File: config.mk
export PLATFORM = sky130hd
export DESIGN_NAME = rx_uart
export DESIGN_NICKNAME = d
export VERILOG_FILES = /design/src/rtl/rx_uart_pkg.sv /design/src/rtl/rx_uart_fifo.sv /design/src/rtl/rx_uart.sv
export SDC_FILE = /design/constraint.sdc
export NUM_CORES = 1
export LEC_CHECK = 0
export BUFFER_PORTS_ARGS = -buffer_cell sky130_fd_sc_hd__clkbuf_2
export CORE_ASPECT_RATIO = 2
export CORE_UTILIZATION = 48
export DETAILED_ROUTE_END_ITERATION = 12
export PLACE_DENSITY = 0.66
export SETUP_SLACK_MARGIN = 0.4
export SYNTH_ARGS = -nofsm -noshare
export SYNTH_HDL_FRONTEND = slang
export SYNTH_HIERARCHICAL = 1
export SYNTH_SLANG_ARGS = --single-unit
File: constraint.sdc
create_clock -name clk -period 5 [get_ports clk]
set_input_delay 0.5 -clock clk [delete_from_list [all_inputs] [get_ports clk]]
set_output_delay 0.5 -clock clk [all_outputs]
set_load 0.05 [all_outputs]
File: src/rtl/rx_uart_pkg.sv
// Shared types and helpers for the UART receiver: FSM state type and divisor clamping.
package rx_uart_pkg;

  typedef enum logic [2:0] {
    ST_IDLE,
    ST_START,
    ST_DATA,
    ST_STOP,
    ST_BREAK
  } rx_state_e;

  localparam logic [7:0] MIN_DIV = 8'd4;

  // Divisors below MIN_DIV leave no room for a mid-bit sample point.
  function automatic logic [7:0] clamp_div(input logic [7:0] d);
    return (d < MIN_DIV) ? MIN_DIV : d;
  endfunction

endpackage

File: src/rtl/rx_uart_fifo.sv
// Byte FIFO for received data: extra pointer MSB distinguishes full from empty.
module rx_fifo #(
  parameter int DEPTH = 4
) (
  input  logic       clk,
  input  logic       rst,
  input  logic       push,
  input  logic [7:0] push_data,
  input  logic       pop,
  output logic [7:0] pop_data,
  output logic       full,
  output logic       empty
);

  localparam int AW = $clog2(DEPTH);

  logic [7:0]  mem [DEPTH];
  logic [AW:0] wr_ptr_reg;
  logic [AW:0] rd_ptr_reg;
  logic        pop_ok;
  logic        push_ok;

  assign empty    = (wr_ptr_reg == rd_ptr_reg);
  assign full     = (wr_ptr_reg[AW] != rd_ptr_reg[AW]) &&
                    (wr_ptr_reg[AW-1:0] == rd_ptr_reg[AW-1:0]);
  assign pop_ok   = pop && !empty;
  // A pop in the same cycle frees the slot, so a push into a full FIFO still lands.
  assign push_ok  = push && (!full || pop_ok);
  assign pop_data = empty ? 8'h00 : mem[rd_ptr_reg[AW-1:0]];

  always_ff @(posedge clk) begin
    if (push_ok) begin
      mem[wr_ptr_reg[AW-1:0]] <= push_data;
    end
  end

  always_ff @(posedge clk or posedge rst) begin
    if (rst) begin
      wr_ptr_reg <= '0;
      rd_ptr_reg <= '0;
    end else begin
      if (push_ok) wr_ptr_reg <= wr_ptr_reg + 1'b1;
      if (pop_ok)  rd_ptr_reg <= rd_ptr_reg + 1'b1;
    end
  end

endmodule

File: src/rtl/rx_uart.sv
// Memory-mapped 8N1 UART receiver with programmable clocks-per-bit, byte FIFO and sticky error flags.
module rx_uart
  import rx_uart_pkg::*;
#(
  parameter logic [7:0] DEFAULT_DIV = 8'd16,
  parameter int         DEPTH       = 4
) (
  input  logic       clk,
  input  logic       rst,
  input  logic       rx_line,
  input  logic [7:0] config_data,
  input  logic       config_enable,
  input  logic       read_enable,
  input  logic       clear_errors,
  output logic [7:0] read_data,
  output logic       rx_valid,
  output logic       overrun,
  output logic       framing_error
);

  logic       sync1_reg;
  logic       sync2_reg;
  logic       s;
  rx_state_e  state_reg;
  logic [7:0] div_reg;
  logic [7:0] cnt_reg;
  logic [2:0] bit_idx_reg;
  logic [7:0] shift_reg;
  logic       overrun_reg;
  logic       framing_reg;
  logic [7:0] half;
  logic       cnt_half;
  logic       cnt_full;
  logic       stop_sample;
  logic       push;
  logic       frame_err;
  logic       fifo_full;
  logic       fifo_empty;

  assign s        = sync2_reg;
  assign half     = {1'b0, div_reg[7:1]};
  assign cnt_half = (cnt_reg == half - 8'd1);
  assign cnt_full = (cnt_reg == div_reg - 8'd1);

  // A divisor write aborts the frame, so it also suppresses the stop-bit outcome.
  assign stop_sample = (state_reg == ST_STOP) && cnt_full && !config_enable;
  assign push        = stop_sample && s;
  assign frame_err   = stop_sample && !s;

  always_ff @(posedge clk or posedge rst) begin
    if (rst) begin
      sync1_reg <= 1'b1;
      sync2_reg <= 1'b1;
    end else begin
      sync1_reg <= rx_line;
      sync2_reg <= sync1_reg;
    end
  end

  always_ff @(posedge clk or posedge rst) begin
    if (rst) begin
      state_reg   <= ST_IDLE;
      div_reg     <= DEFAULT_DIV;
      cnt_reg     <= 8'd0;
      bit_idx_reg <= 3'd0;
      shift_reg   <= 8'd0;
    end else if (config_enable) begin
      div_reg     <= clamp_div(config_data);
      state_reg   <= ST_IDLE;
      cnt_reg     <= 8'd0;
      bit_idx_reg <= 3'd0;
    end else begin
      case (state_reg)
        ST_IDLE: begin
          if (!s) begin
            state_reg <= ST_START;
            cnt_reg   <= 8'd0;
          end
        end
        ST_START: begin
          if (cnt_half) begin
            cnt_reg     <= 8'd0;
            bit_idx_reg <= 3'd0;
            state_reg   <= s ? ST_IDLE : ST_DATA;
          end else begin
            cnt_reg <= cnt_reg + 8'd1;
          end
        end
        ST_DATA: begin
          if (cnt_full) begin
            shift_reg[bit_idx_reg] <= s;
            cnt_reg                <= 8'd0;
            if (bit_idx_reg == 3'd7) begin
              state_reg <= ST_STOP;
            end else begin
              bit_idx_reg <= bit_idx_reg + 3'd1;
            end
          end else begin
            cnt_reg <= cnt_reg + 8'd1;
          end
        end
        ST_STOP: begin
          if (cnt_full) begin
            cnt_reg   <= 8'd0;
            state_reg <= s ? ST_IDLE : ST_BREAK;
          end else begin
            cnt_reg <= cnt_reg + 8'd1;
          end
        end
        ST_BREAK: begin
          // Hold here until the line recovers so a long break reports only once.
          if (s) state_reg <= ST_IDLE;
        end
        default: state_reg <= ST_IDLE;
      endcase
    end
  end

  // Set events take priority over a simultaneous clear.
  always_ff @(posedge clk or posedge rst) begin
    if (rst) begin
      overrun_reg <= 1'b0;
      framing_reg <= 1'b0;
    end else begin
      overrun_reg <= (push && fifo_full && !read_enable) || (overrun_reg && !clear_errors);
      framing_reg <= frame_err || (framing_reg && !clear_errors);
    end
  end

  rx_fifo #(
    .DEPTH(DEPTH)
  ) u_fifo (
    .clk      (clk),
    .rst      (rst),
    .push     (push),
    .push_data(shift_reg),
    .pop      (read_enable),
    .pop_data (read_data),
    .full     (fifo_full),
    .empty    (fifo_empty)
  );

  assign rx_valid      = !fifo_empty;
  assign overrun       = overrun_reg;
  assign framing_error = framing_reg;

endmodule

Word-level counts from Yosys, hierarchy flattened
Memory sizes are Yosys's and may differ from the RTL's.
Cells that the tools add are included.
Operators by class
  shifts and indexed selects: 0
  magnitude comparators: 3
  multiply operators: 0
  mux-type cells: 27
  equality and inequality tests: 17
  reductions and logical operators: 29
  bitwise gates (word level): 1
  div/mod/pow operators: 0
  $add $sub $neg: 6
Operators with widths (count)
  $mux 8: 6
  $mux 3: 12
  $pmux 8 s3: 1
  $ne 3x3->1 const B: 7
  $eq 8x8->1: 2
  $pmux 3 s5: 1
  $logic_and 1x1->1: 12
  $add 3x1->3 const B: 3
  $add 8x1->8 const B: 1
  $bwmux 8: 1
  $lt 8x3->1 const B: 1
  $sub 7x1->8 const B: 1
  $sub 8x1->8 const B: 1
  $eq 3x2->1 const B: 2
  $eq 3x3->1 const B: 2
  $logic_not 1->1: 6
  $pmux 3 s2: 1
  $reduce_and 6->1: 1
  $lt 3x4->1 const B: 1
  $reduce_and 4->1: 1
  $reduce_bool 4->1: 1
  $demux 1 s3: 1
  $eq 3x1->1 const B: 1
  $eq 3x3->1: 1
  other kinds (12): 16
Storage, ports and cells
  output and inout port bits: 11
  input bits: 14
  memories: 1
  flip-flop bits (word level): 40
  logic and storage cells: 95
  bits in writable memories: 32
  memory bits (read-only): 0
  latch bits: 0
Memory list
  u_fifo.mem: words 4, width 8, read ports 1, clocked after memory_dff 0, wr ports 1, RTL line rx_uart_fifo.sv:17  | logic [7:0] mem [DEPTH];

Logic depth before layout (Yosys ltp)
Gate-level depths: netlist (run 1).
  word-level depth: 8
  gate-level depth with buffers: 12
  gate-level depth less buffers: 11

Cells and area by module
The synthesis (run 1) kept the hierarchy.
By module, submodules not included
  rx_uart: instances 1, cells an instance 223, area each 2187.1 µm², sequential area each 854.6 µm²
  rx_fifo: instances 1, cells an instance 86, area each 1665.3 µm², sequential area each 1111.1 µm²

Worst setup path before layout (run 1)
OpenSTA, ideal clock, no wires.
  path type: flip-flop to flip-flop
  start: register div_reg[1]
  end: memory u_fifo.mem[3][0], enable pin
  cell stages (with the launch flop): 13
  clock period less this slack: 3.068 ns
  buffers on the path: 1
  data required time: 4.676 ns
  arrival time: 2.744 ns
  setup time: 0.324 ns
  slack: 1.932 ns
  cell sequence: dfrtp_1 > inv_1 > ha_1 > clkbuf_1 > nor4b_1 > xnor2_1 > nand4_1 > nor4_4 > nand3_1 > nor3_1 > and2_1 > o41ai_2 > inv_1
On the way
  word-level cells in the longest chain between the ends: 8
RTL lines
  start: declaration: RTL line rx_uart.sv:25  | logic [7:0] div_reg;
  start signal: assignment: RTL line rx_uart.sv:68  | div_reg <= clamp_div(config_data);
  $sub 8x1->8: RTL line rx_uart.sv:43  | assign cnt_full = (cnt_reg == div_reg - 8'd1);
  $eq 8x8->1: RTL line rx_uart.sv:43
  $logic_and 1x1->1 (2 in series): RTL line rx_uart.sv:46  | assign stop_sample = (state_reg == ST_STOP) && cnt_full && !config_enable;
  $logic_and 1x1->1: RTL line rx_uart.sv:47  | assign push = stop_sample && s;
  net push: RTL line rx_uart.sv:35  | logic push;
  $logic_and 1x1->1: RTL line rx_uart_fifo.sv:28  | assign push_ok = push && (!full || pop_ok);
  $mux 1: RTL line rx_uart_fifo.sv:32  | if (push_ok) begin
  $mux 1 (not written as such): RTL line rx_uart_fifo.sv:33  | mem[wr_ptr_reg[AW-1:0]] <= push_data;
  end: declaration: RTL line rx_uart_fifo.sv:17
The timed path passes the listed nets, and every way through them passes these cells.

Final worst setup path (run 1)
  start: register div_reg[1]
  end: memory u_fifo.mem[3][3], enable pin
The elaborated chain is that of the path after synthesis.

==> out/summary.txt, run 1 <==
Post-CTS Setup Bufs - 0
async set-reset flop share out of synthesis - 0.556
Tcrit/Tclk final - 0.702
count leader, synth - dfrtp_1
critical path data required time - 5000 ps
GR Overflow Total - 0
RR Startpoint - div_reg[1]
Seq cells post-synth - 72
crit path cell chain - inv_1 > ha_1 > nor4b_1 > xnor2_1 > nand4_1 > nor4_4 > nand3_1 > nor3_1 > and2_1 > o41ai_2 > inv_1
Worst-path clk slew - 60 ps
per-cell routed wire length - 17.4 um
fin. max-slew vios - 0
max reg flops - 32
vias post-DR - 2437
DR iter-0 viols - 63
Die W - 65.3 um
Power Total - 1.89 mW
Core Area - 0.00766 sq mm
maximum number of pins on one net before global-route repair - 35
vias in the first global route - 2519
R2R setup slack - 1490 ps
commonest cells in the netlist - dfrtp_1, edfxtp_1, xnor2_1, inv_1, nand2_1
Slew headroom - 0.480
Clock Path Buffers - 2
Syn Inst Count - 309
root buf cell - clkbuf_16
CTS tree - built
CP top delay family - simple AND/OR/NAND/NOR gates
ANT nets after route - 0
via-per-instance ratio - 5.71
sequential fraction of the synthesis area - 0.510
row count - 45
adder-cell share of the synthesized area - 0.0325
mux share of post-synthesis cell area - 0.0932
syn_nets - 333
fmax - 0.285 GHz
starting density of the core - 0.503
GRT Total Usage - 0.205
CP startpoint kind - flip-flop
Post-synth EDFFs - 32
# clock sinks - 72
Cell Area, Synth - 0.00385 sq mm
crit path kind - reg2reg
largest family of logic cells by synthesized area - simple AND/OR/NAND/NOR gates
global-route wire length before repair - 12500 um
Leak - 1.74 nW
critical path's most frequent cell - inv_1
Worst Path Buf+Inv - 2
YS warnings - 6
initial antenna violation count - 0
TNS Setup - 0 ps
drc violations - 0
Avg Inst Size Synth - 12.5 sq um
RSZ-0062 raised after global routing - no
clock latency on the worst-skew pair - 340 ps
Post-Route WL - 7430 um
Die H - 129 um
area of the multi-input gates - 0.00173 sq mm
Post-Synth Simple-Gate Area - 0.156
status - complete, no violations
IO Count - 25
Buffers on Ports - 24
library cells used by synthesis - 61
Slew @ Worst Pin - 779 ps
Die ar. - 0.00841 sq mm
n_diodes - 0
Synth Area in XOR/XNOR - 0.0705
Area contributors post-synth - edfxtp_1, dfrtp_1, mux4_2, xnor2_1, ha_1
Worst R2R End - u_fifo/mem[3][3]
Crit-path slowest cell - dfrtp_1
Critical Path Fanout Max - 9
FF-to-FF path depth - 11
Final GP Congestion - 0.785
post-synth top area share - 0.249
Peak VDD IR - 0.182 mV
Power Dens Cells - 440 mW/mm^2
FF/Latch Area - 0.00197 sq mm
Tmin final - 3510 ps
Fill cells - 687
Final #Nets - 352
final setup violation count - 0
CP arrival - 3510 ps
share of layout cells above drive strength 1 - 0.222
# H-tree levels - 3
cts hold-fix bufs - 0
Pre-antenna DRT Iters - 4
CTS Buf Count - 9
ys flop type - dfrtp_1
Worst path max stage delay - 460 ps
Max-cap violations - 0
largest area contributor in the netlist - edfxtp_1
HPWL after detailed placement - 5540 um
Final Hold Fails - 0
clock skew - 4.95 ps
Gates resized, CTS repair - 0
class of the worst hold path - in2async
complex-gate fraction of the synthesized area - 0.0971
Critical Path Sink Type - flip-flop
Syn-to-layout area delta - 11.4%
[worst max-delay path by stage]
stage | to | cells after the start | startpoint | slack [ps]
global placement | u_fifo/mem[3][0] | 11 | div_reg[1] | 1600
floorplan | u_fifo/mem[3][0] | 12 | div_reg[1] | 1930
detailed placement | u_fifo/mem[3][2] | 11 | div_reg[1] | 1480
finish | u_fifo/mem[3][3] | 11 | div_reg[1] | 1490
global route | u_fifo/mem[3][3] | 11 | div_reg[1] | 1090
CTS | u_fifo/mem[3][3] | 11 | div_reg[1] | 1470
[final cells by class]
type	count	area share
sequential	72	0.458
clock buffer	9	0.0525
timing repair buffer	25	0.0297
tap	94	0.0274
clock inverter	7	0.0166
multi-input combinational	206	0.403
inverter	14	0.0122
[routing by layer]
metal,vias up,global-route usage,share of wire
li1,1175,-,-
met1,1214,0.190,0.33
met2,33,0.403,0.62
met3,15,0.0293,0.019
met4,0,0.114,0.029
met5,-,0,0
[report_power, final]
part	internal, mW	switching, mW
Sequential	0.645	0.0958
Combinational	0.196	0.322
Clock	0.385	0.246
[cell usage in the layout (no fill, tap or decap), types with 10 or more instances in the layout]
| cell type | netlist | routed |
|---|---|---|
| dfrtp_1 | 37 | 37 |
| edfxtp_1 | 32 | 32 |
| clkbuf_2 | 0 | 24 |
| xnor2_1 | 16 | 16 |
| inv_1 | 14 | 14 |
| nand2_1 | 14 | 14 |
| nor2_1 | 13 | 13 |
| nand3_1 | 12 | 12 |
| nor2b_1 | 11 | 11 |
| xor2_1 | 10 | 10 |
| mux2_1 | 10 | 10 |
| ha_1 | 10 | 10 |
[logic make-up after synthesis]
family          Yosys count
compound gates           45
fa+ha+maj                10
simple gates             99
buf+inv                  31
flops                    72
xor+xnor                 28
mux                      24
[worst reg2reg max path: cells and delay by family, from the launching register on]
family | cells | cell delay [ps]
buffers and inverters | 2 | 420
flip-flops | 1 | 460
AO/OA/AOI/OAI | 1 | 80
XOR/XNOR | 1 | 160
adder cells (fa/ha/maj) | 1 | 320
AND/OR/NAND/NOR | 6 | 1730
[through the flow]
| stage | cell area [sq um] | utilization | worst slack, ps | hold slack (ps) | instances |
|---|---|---|---|---|---|
| after global placement | 4000 | 0.522 | 1600 | 346 | 411 |
| after CTS | 4290 | 0.560 | 1470 | 69.8 | 427 |
| final | 4290 | 0.560 | 1490 | 65.4 | 427 |
| after detailed placement | 4000 | 0.522 | 1480 | 347 | 411 |
| after global routing | 4290 | 0.560 | 1090 | 94.8 | 427 |
| after floorplan | 3850 | - | 1930 | 291 | 309 |
Power figures use the tool's default switching activity.
==> run 2, diff against run 1 <==
- clock period: 5 -> 3.45 ns (I/O delays scaled with it)
==> run 2 against run 1 <==
Effect of this change: critical path depth unchanged; design area increased by 1.1%; total power rose by 42%; first-iteration DRC count increased by 16%; critical endpoint is now u_fifo/mem[3][0]; largest power group unchanged; highest routed layer unchanged.
==> out/summary.txt, run 2 (synthesis results as in run 1) <==
hold wc startpoint - rx_line
Critical Path Fanout Max - 8 (-1)
Clock Path Buffers - 2 (unchanged)
Final Hold Fails - 0 (unchanged)
Worst R2R End - u_fifo/mem[3][0]
switching power - 0.969 mW (+46%)
top sig layer - met4
most frequent cells in the layout - dfrtp_1, edfxtp_1, clkbuf_2
IO Count - 25 (unchanged)
DR WL met3 - 165 um (+15%)
vias in the first global route - 2477 (-1.7%)
critical path data required time - 3480 ps (-1520 ps)
# clock sinks - 72 (unchanged)
Peak VDD IR - 0.334 mV (+84%)
share of layout cells above drive strength 1 - 0.255 (+0.0330)
n_diodes - 0 (unchanged)
GRT Total Usage - 0.197 (-0.00723)
Critical Path Sink Type - flip-flop
Worst-path clk slew - 60 ps (about the same)
Slew headroom - 0.517 (+0.0361)
power share of the sequential group - 0.388 (-0.004)
class of the worst hold path - in2reg
Max-cap violations - 0 (unchanged)
Slew @ Worst Pin - 725 ps (-54.2 ps)
Core Area - 0.00766 sq mm (unchanged)
met2 wire length - 4430 um (-4.4%)
Tcrit/Tclk final - 0.823 (+0.121)
Pre-antenna DRT Iters - 4 (unchanged)
commonest non-fill, non-tap cell in the layout - dfrtp_1
Power Total - 2.69 mW (+42%)
crit path kind - reg2reg
GR Overflow Total - 0 (unchanged)
Finished Layout Cells - 431 (+0.94%)
placed cells - 413 (+0.49%)
clock latency on the worst-skew pair - 330 ps (about the same)
Post-Route WL - 7340 um (-1.2%)
RSZ-0062 raised after global routing - no
Buffers on Ports - 24 (unchanged)
met1 WL - 2460 um (+0.78%)
Power Dens Cells - 620 mW/mm^2 (+41%)
clock skew - 5.05 ps (+0.0981 ps)
status - complete, no violations
fin. max-slew vios - 0 (unchanged)
fmax - 0.352 GHz (+24%)
row count - 45 (unchanged)
TNS Setup - 0 ps (unchanged)
FF-to-FF path depth - 11 (unchanged)
vias post-DR - 2443 (+0.25%)
maximum number of pins on one net before global-route repair - 35 (unchanged)
number of cells on the worst hold path - 1
max reg flops - 32 (unchanged)
per-cell routed wire length - 17.0 um (-2.1%)
# H-tree levels - 3 (unchanged)
DR iter-0 viols - 73 (+16%)
Tmin final - 2840 ps (-671 ps)
Die W - 65.3 um (unchanged)
ANT nets after route - 0 (unchanged)
global-route wire length before repair - 12000 um (-3.9%)
HPWL after detailed placement - 5520 um (-0.45%)
starting density of the core - 0.503 (unchanged)
CP arrival - 2870 ps (-640 ps)
Final GP Congestion - 0.866 (+10%)
Die H - 129 um (unchanged)
final design utilization - 0.567 (+0.00604)
CTS tree - built
root buf cell - clkbuf_16
RR Startpoint - div_reg[1]
CTS Buf Count - 9 (unchanged)
via-per-instance ratio - 5.67 (-0.68%)
clock share of power - 0.316 (-0.018)
fraction of power spent switching nets - 0.360 (+0.00914)
Die ar. - 0.00841 sq mm (unchanged)
CP startpoint kind - flip-flop
drc violations - 0 (unchanged)
initial antenna violation count - 0 (unchanged)
WHS Endpoint - sync1_reg
Leak - 1.76 nW (+0.95%)
Logic pwr share - 0.296 (+0.022)
internal power - 1.72 mW (+40%)
final setup violation count - 0 (unchanged)
Final #Nets - 356 (+1.1%)
Syn-to-layout area delta - 12.6%
R2R setup slack - 610 ps (-880 ps)
## run 2: cell types whose count changed in the layout (fill, tap and decap cells not counted), sizes merged
cell	before	now
dlygate4sd3	0	1
inv	15	16
bufinv	1	0
buf	1	4
## run 2: power by group through the flow
stage | logic (mW) | clock network, mW | registers, mW
6_report | 0.798 | 0.850 | 1.04
5_1_grt | 0.860 | 0.905 | 1.05
4_1_cts | 0.807 | 0.876 | 1.04
3_5_place_dp | 0.803 | 0 | 1.06
3_3_place_gp | 0.794 | 0 | 1.06
2_1_floorplan | 0.735 | 0 | 0.991
## run 2: cell type report
class,count,area [sq um]
Tap cell,94,118
Clock buffer,9,225
Inverter,14,52.6
Multi-Input combinational cell,206,1760
Timing Repair Buffer,29,160
Clock inverter,7,55.1
Sequential cell,72,1970
Fill cell,695,3320
## run 2: worst max path at each step
stage	startpoint	to	slack, ps	depth (start not counted)
final	div_reg[1]	u_fifo/mem[3][0]	610	11
after floorplan	div_reg[1]	u_fifo/mem[3][0]	490	12
after global placement	div_reg[1]	u_fifo/mem[3][0]	420	11
after global routing	div_reg[1]	u_fifo/mem[3][7]	350	11
after detailed placement	div_reg[1]	u_fifo/mem[3][4]	370	11
after CTS	div_reg[1]	u_fifo/mem[2][3]	430	9
## run 2: stage by stage
stage	setup WS, ps	instance area, sq um	hold slack (ps)
2_1_floorplan	494	3860	136
3_3_place_gp	423	4020	261
3_5_place_dp	374	4020	270
4_1_cts	430	4310	75.3
5_1_grt	347	4340	72.6
6_report	610	4340	88.5
## run 2: critical path, cell delays in order (launching register included)
cell and delay (ps):
dfrtp_1 460, inv_1 140, ha_1 190, and2_1 180, nor4b_2 250, a31oi_1 110, nor4_4 330, nand3_1 160
nor3_4 270, and2_1 170, o41ai_2 90, inv_2 190
## run 2: timing repair
item	in CTS	in global routing
resized for setup	1	7
hold buffers	1	0
cloned	0	0
pin swaps	0	1
endpoints found under the setup margin	8	33
setup buffers	0	1
hold endpoints to repair	6	0
## run 2: metal layers
layer | up-vias | GRT usage
met1 | 1210 | 0.175
met3 | 18 | 0.0426
met2 | 38 | 0.380
met5 | - | 0
met4 | 0 | 0.124
li1 | 1177 | -
==> run 3, diff against run 2 <==
- PLACE_DENSITY: 0.66 -> 0.68
- clock period: 3.45 -> 2.3 ns (I/O delays scaled with it)
==> run 3 against run 2 <==
Effect of this change: flip-flop and latch count unchanged; the run now ends with setup timing left; design area up 21%; total power rose by 84%; maximum frequency increased by 11%; largest power group is now combinational cells; register-to-register slack got worse by 870 ps; critical path depth unchanged; utilization grew 12 points; critical endpoint is now u_fifo/mem[3][2]; setup slack lost 870 ps; first-iteration DRC count grew 44%.
==> out/summary.txt, run 3 (synthesis results as in run 1) <==
Worst-path clk slew - 60 ps (about the same)
Slew @ Worst Pin - 506 ps (-219 ps)
Critical Path Fanout Max - 8 (unchanged)
Crit-path slowest cell - dfrtp_2
via-per-instance ratio - 5.56 (-1.9%)
Logic pwr share - 0.432 (+0.136)
max reg flops - 32 (unchanged)
clock skew - 9.90 ps (+4.84 ps)
Post-Route WL - 9050 um (+23%)
RSZ-0062 raised after global routing - yes
Pre-antenna DRT Iters - 4 (unchanged)
ANT nets after route - 0 (unchanged)
IO Count - 25 (unchanged)
HPWL after detailed placement - 6070 um (+9.9%)
global-route wire length before repair - 14100 um (+18%)
final design utilization - 0.685 (+0.118)
clock share of power - 0.265 (-0.051)
clock latency on the worst-skew pair - 340 ps (about the same)
switching power - 1.75 mW (+80%)
# H-tree levels - 3 (unchanged)
most frequent cells in the layout - buf_4, edfxtp_1, dfrtp_1
fraction of power spent switching nets - 0.352 (-0.00776)
Worst Path Buf+Inv - 2 (unchanged)
Finished Layout Cells - 496 (+15%)
final setup violation count - 56 (+56)
Worst path max stage delay - 430 ps (-30 ps)
Die W - 65.3 um (unchanged)
per-cell routed wire length - 18.3 um (+7.2%)
Core Area - 0.00766 sq mm (unchanged)
Leak - 2.22 nW (+26%)
vias in the first global route - 2911 (+18%)
Power Total - 4.96 mW (+84%)
CP top delay family - simple AND/OR/NAND/NOR gates
DR iter-0 viols - 105 (+44%)
CTS tree - built
class of the worst hold path - in2reg
initial antenna violation count - 0 (unchanged)
Peak VDD IR - 0.616 mV (+84%)
maximum number of pins on one net before global-route repair - 35 (unchanged)
Tmin final - 2560 ps (-282 ps)
CTS Buf Count - 9 (unchanged)
crit path kind - reg2reg
starting density of the core - 0.503 (unchanged)
# clock sinks - 72 (unchanged)
GRT Total Usage - 0.231 (+0.0340)
crit path cell chain - inv_4 > ha_4 > nor4b_4 > xnor2_1 > nand4_1 > nor4_4 > nand3_2 > nor3_4 > and2_4 > o41ai_2 > inv_2
fmax - 0.391 GHz (+11%)
Buffers on Ports - 24 (unchanged)
Final WS setup - -257 ps (-868 ps)
CP startpoint kind - flip-flop
Final #Nets - 421 (+18%)
Die H - 129 um (unchanged)
Critical Path Sink Type - flip-flop
commonest non-fill, non-tap cell in the layout - buf_4
drc violations - 0 (unchanged)
internal power - 3.21 mW (+87%)
Slew headroom - 0.660 (+0.144)
Syn-to-layout area delta - 36.1%
power share of the sequential group - 0.303 (-0.085)
placed cells - 455 (+10%)
critical path data required time - 2320 ps (-1160 ps)
Power Dens Cells - 946 mW/mm^2 (+52%)
root buf cell - clkbuf_16
row count - 45 (unchanged)
n_diodes - 0 (unchanged)
share of layout cells above drive strength 1 - 0.463 (+0.207)
Final Hold Fails - 0 (unchanged)
violated checks - setup timing
GR Overflow Total - 0 (unchanged)
fin. max-slew vios - 0 (unchanged)
vias post-DR - 2759 (+13%)
WHS - 121 ps (+32.9 ps)
Tcrit/Tclk final - 1.11 (+0.289)
TNS Setup - -10500 ps (-10500 ps)
Final GP Congestion - 0.912 (+5.4%)
status - finished, violations left
Max-cap violations - 0 (unchanged)
Die ar. - 0.00841 sq mm (unchanged)
CP arrival - 2580 ps (-290 ps)
Clock Path Buffers - 2 (unchanged)
## run 3: changes by cell type in the layout (fill, tap and decap cells not counted), sizes merged
cell,delta
inv,+2
clkbuf,-2
buf,+66
clkinv,-1
dlygate4sd3,+1
clkinvlp,-1
## run 3: final timing paths
| kind | from | endpoint | slack, ps | cells after the start |
|---|---|---|---|---|
| max reg2reg | div_reg[1] | u_fifo/mem[3][2] | -260 | 11 |
| min reg2reg | sync1_reg | s | 360 | 0 |
| max | div_reg[1] | u_fifo/mem[3][2] | -260 | 11 |
| min in group asynchronous | rst | u_fifo/wr_ptr_reg[0] | 370 | 3 |
| max in group asynchronous | rst | s | 1400 | 4 |
| min | config_data[1] | div_reg[1] | 120 | 3 |
## run 3: routing by layer
metal | GRT usage | part of all wire
met3 | 0.0363 | 0.022
met4 | 0.129 | 0.040
met1 | 0.209 | 0.32
met2 | 0.459 | 0.62
met5 | 0 | 0
## run 3: power groups by stage
stage	Combinational, mW	Clock (mW)	Sequential [mW]
2_1_floorplan	1.15	0	1.49
3_3_place_gp	1.46	0	1.51
3_5_place_dp	1.48	0	1.51
4_1_cts	1.91	1.35	1.51
5_1_grt	2.26	1.40	1.51
6_report	2.14	1.32	1.50
## run 3: timing repair
action | 4_1_cts | 5_1_grt
cloned | 1 | 2
pin swaps | 9 | 8
gates resized for setup | 53 | 22
setup buffers | 11 | 9
hold endpoints to repair | 28 | 0
endpoints found under the setup margin | 68 | 68
hold buffers | 2 | 0
## run 3: area by class of cell
cell class | count | area (sq um)
clock buffers | 9 | 225
inverters | 14 | 57.6
repair buffers | 94 | 815
well taps | 94 | 118
multi-input cells | 206 | 1990
fillers | 543 | 2410
clock inverters | 7 | 62.6
flip-flops and latches | 72 | 1970
## run 3: stage by stage
stage          setup WS, ps  cell area [sq um]
2_1_floorplan          -435               3940
3_3_place_gp           -326               4400
3_5_place_dp           -378               4400
4_1_cts                -234               5070
5_1_grt                -381               5250
6_report               -257               5250
## run 3: worst min-delay path: cells and delay by family
family,cells,cell delay [ps]
buffers and inverters,1,80
AND/OR/NAND/NOR,1,60
AO/OA/AOI/OAI,1,60
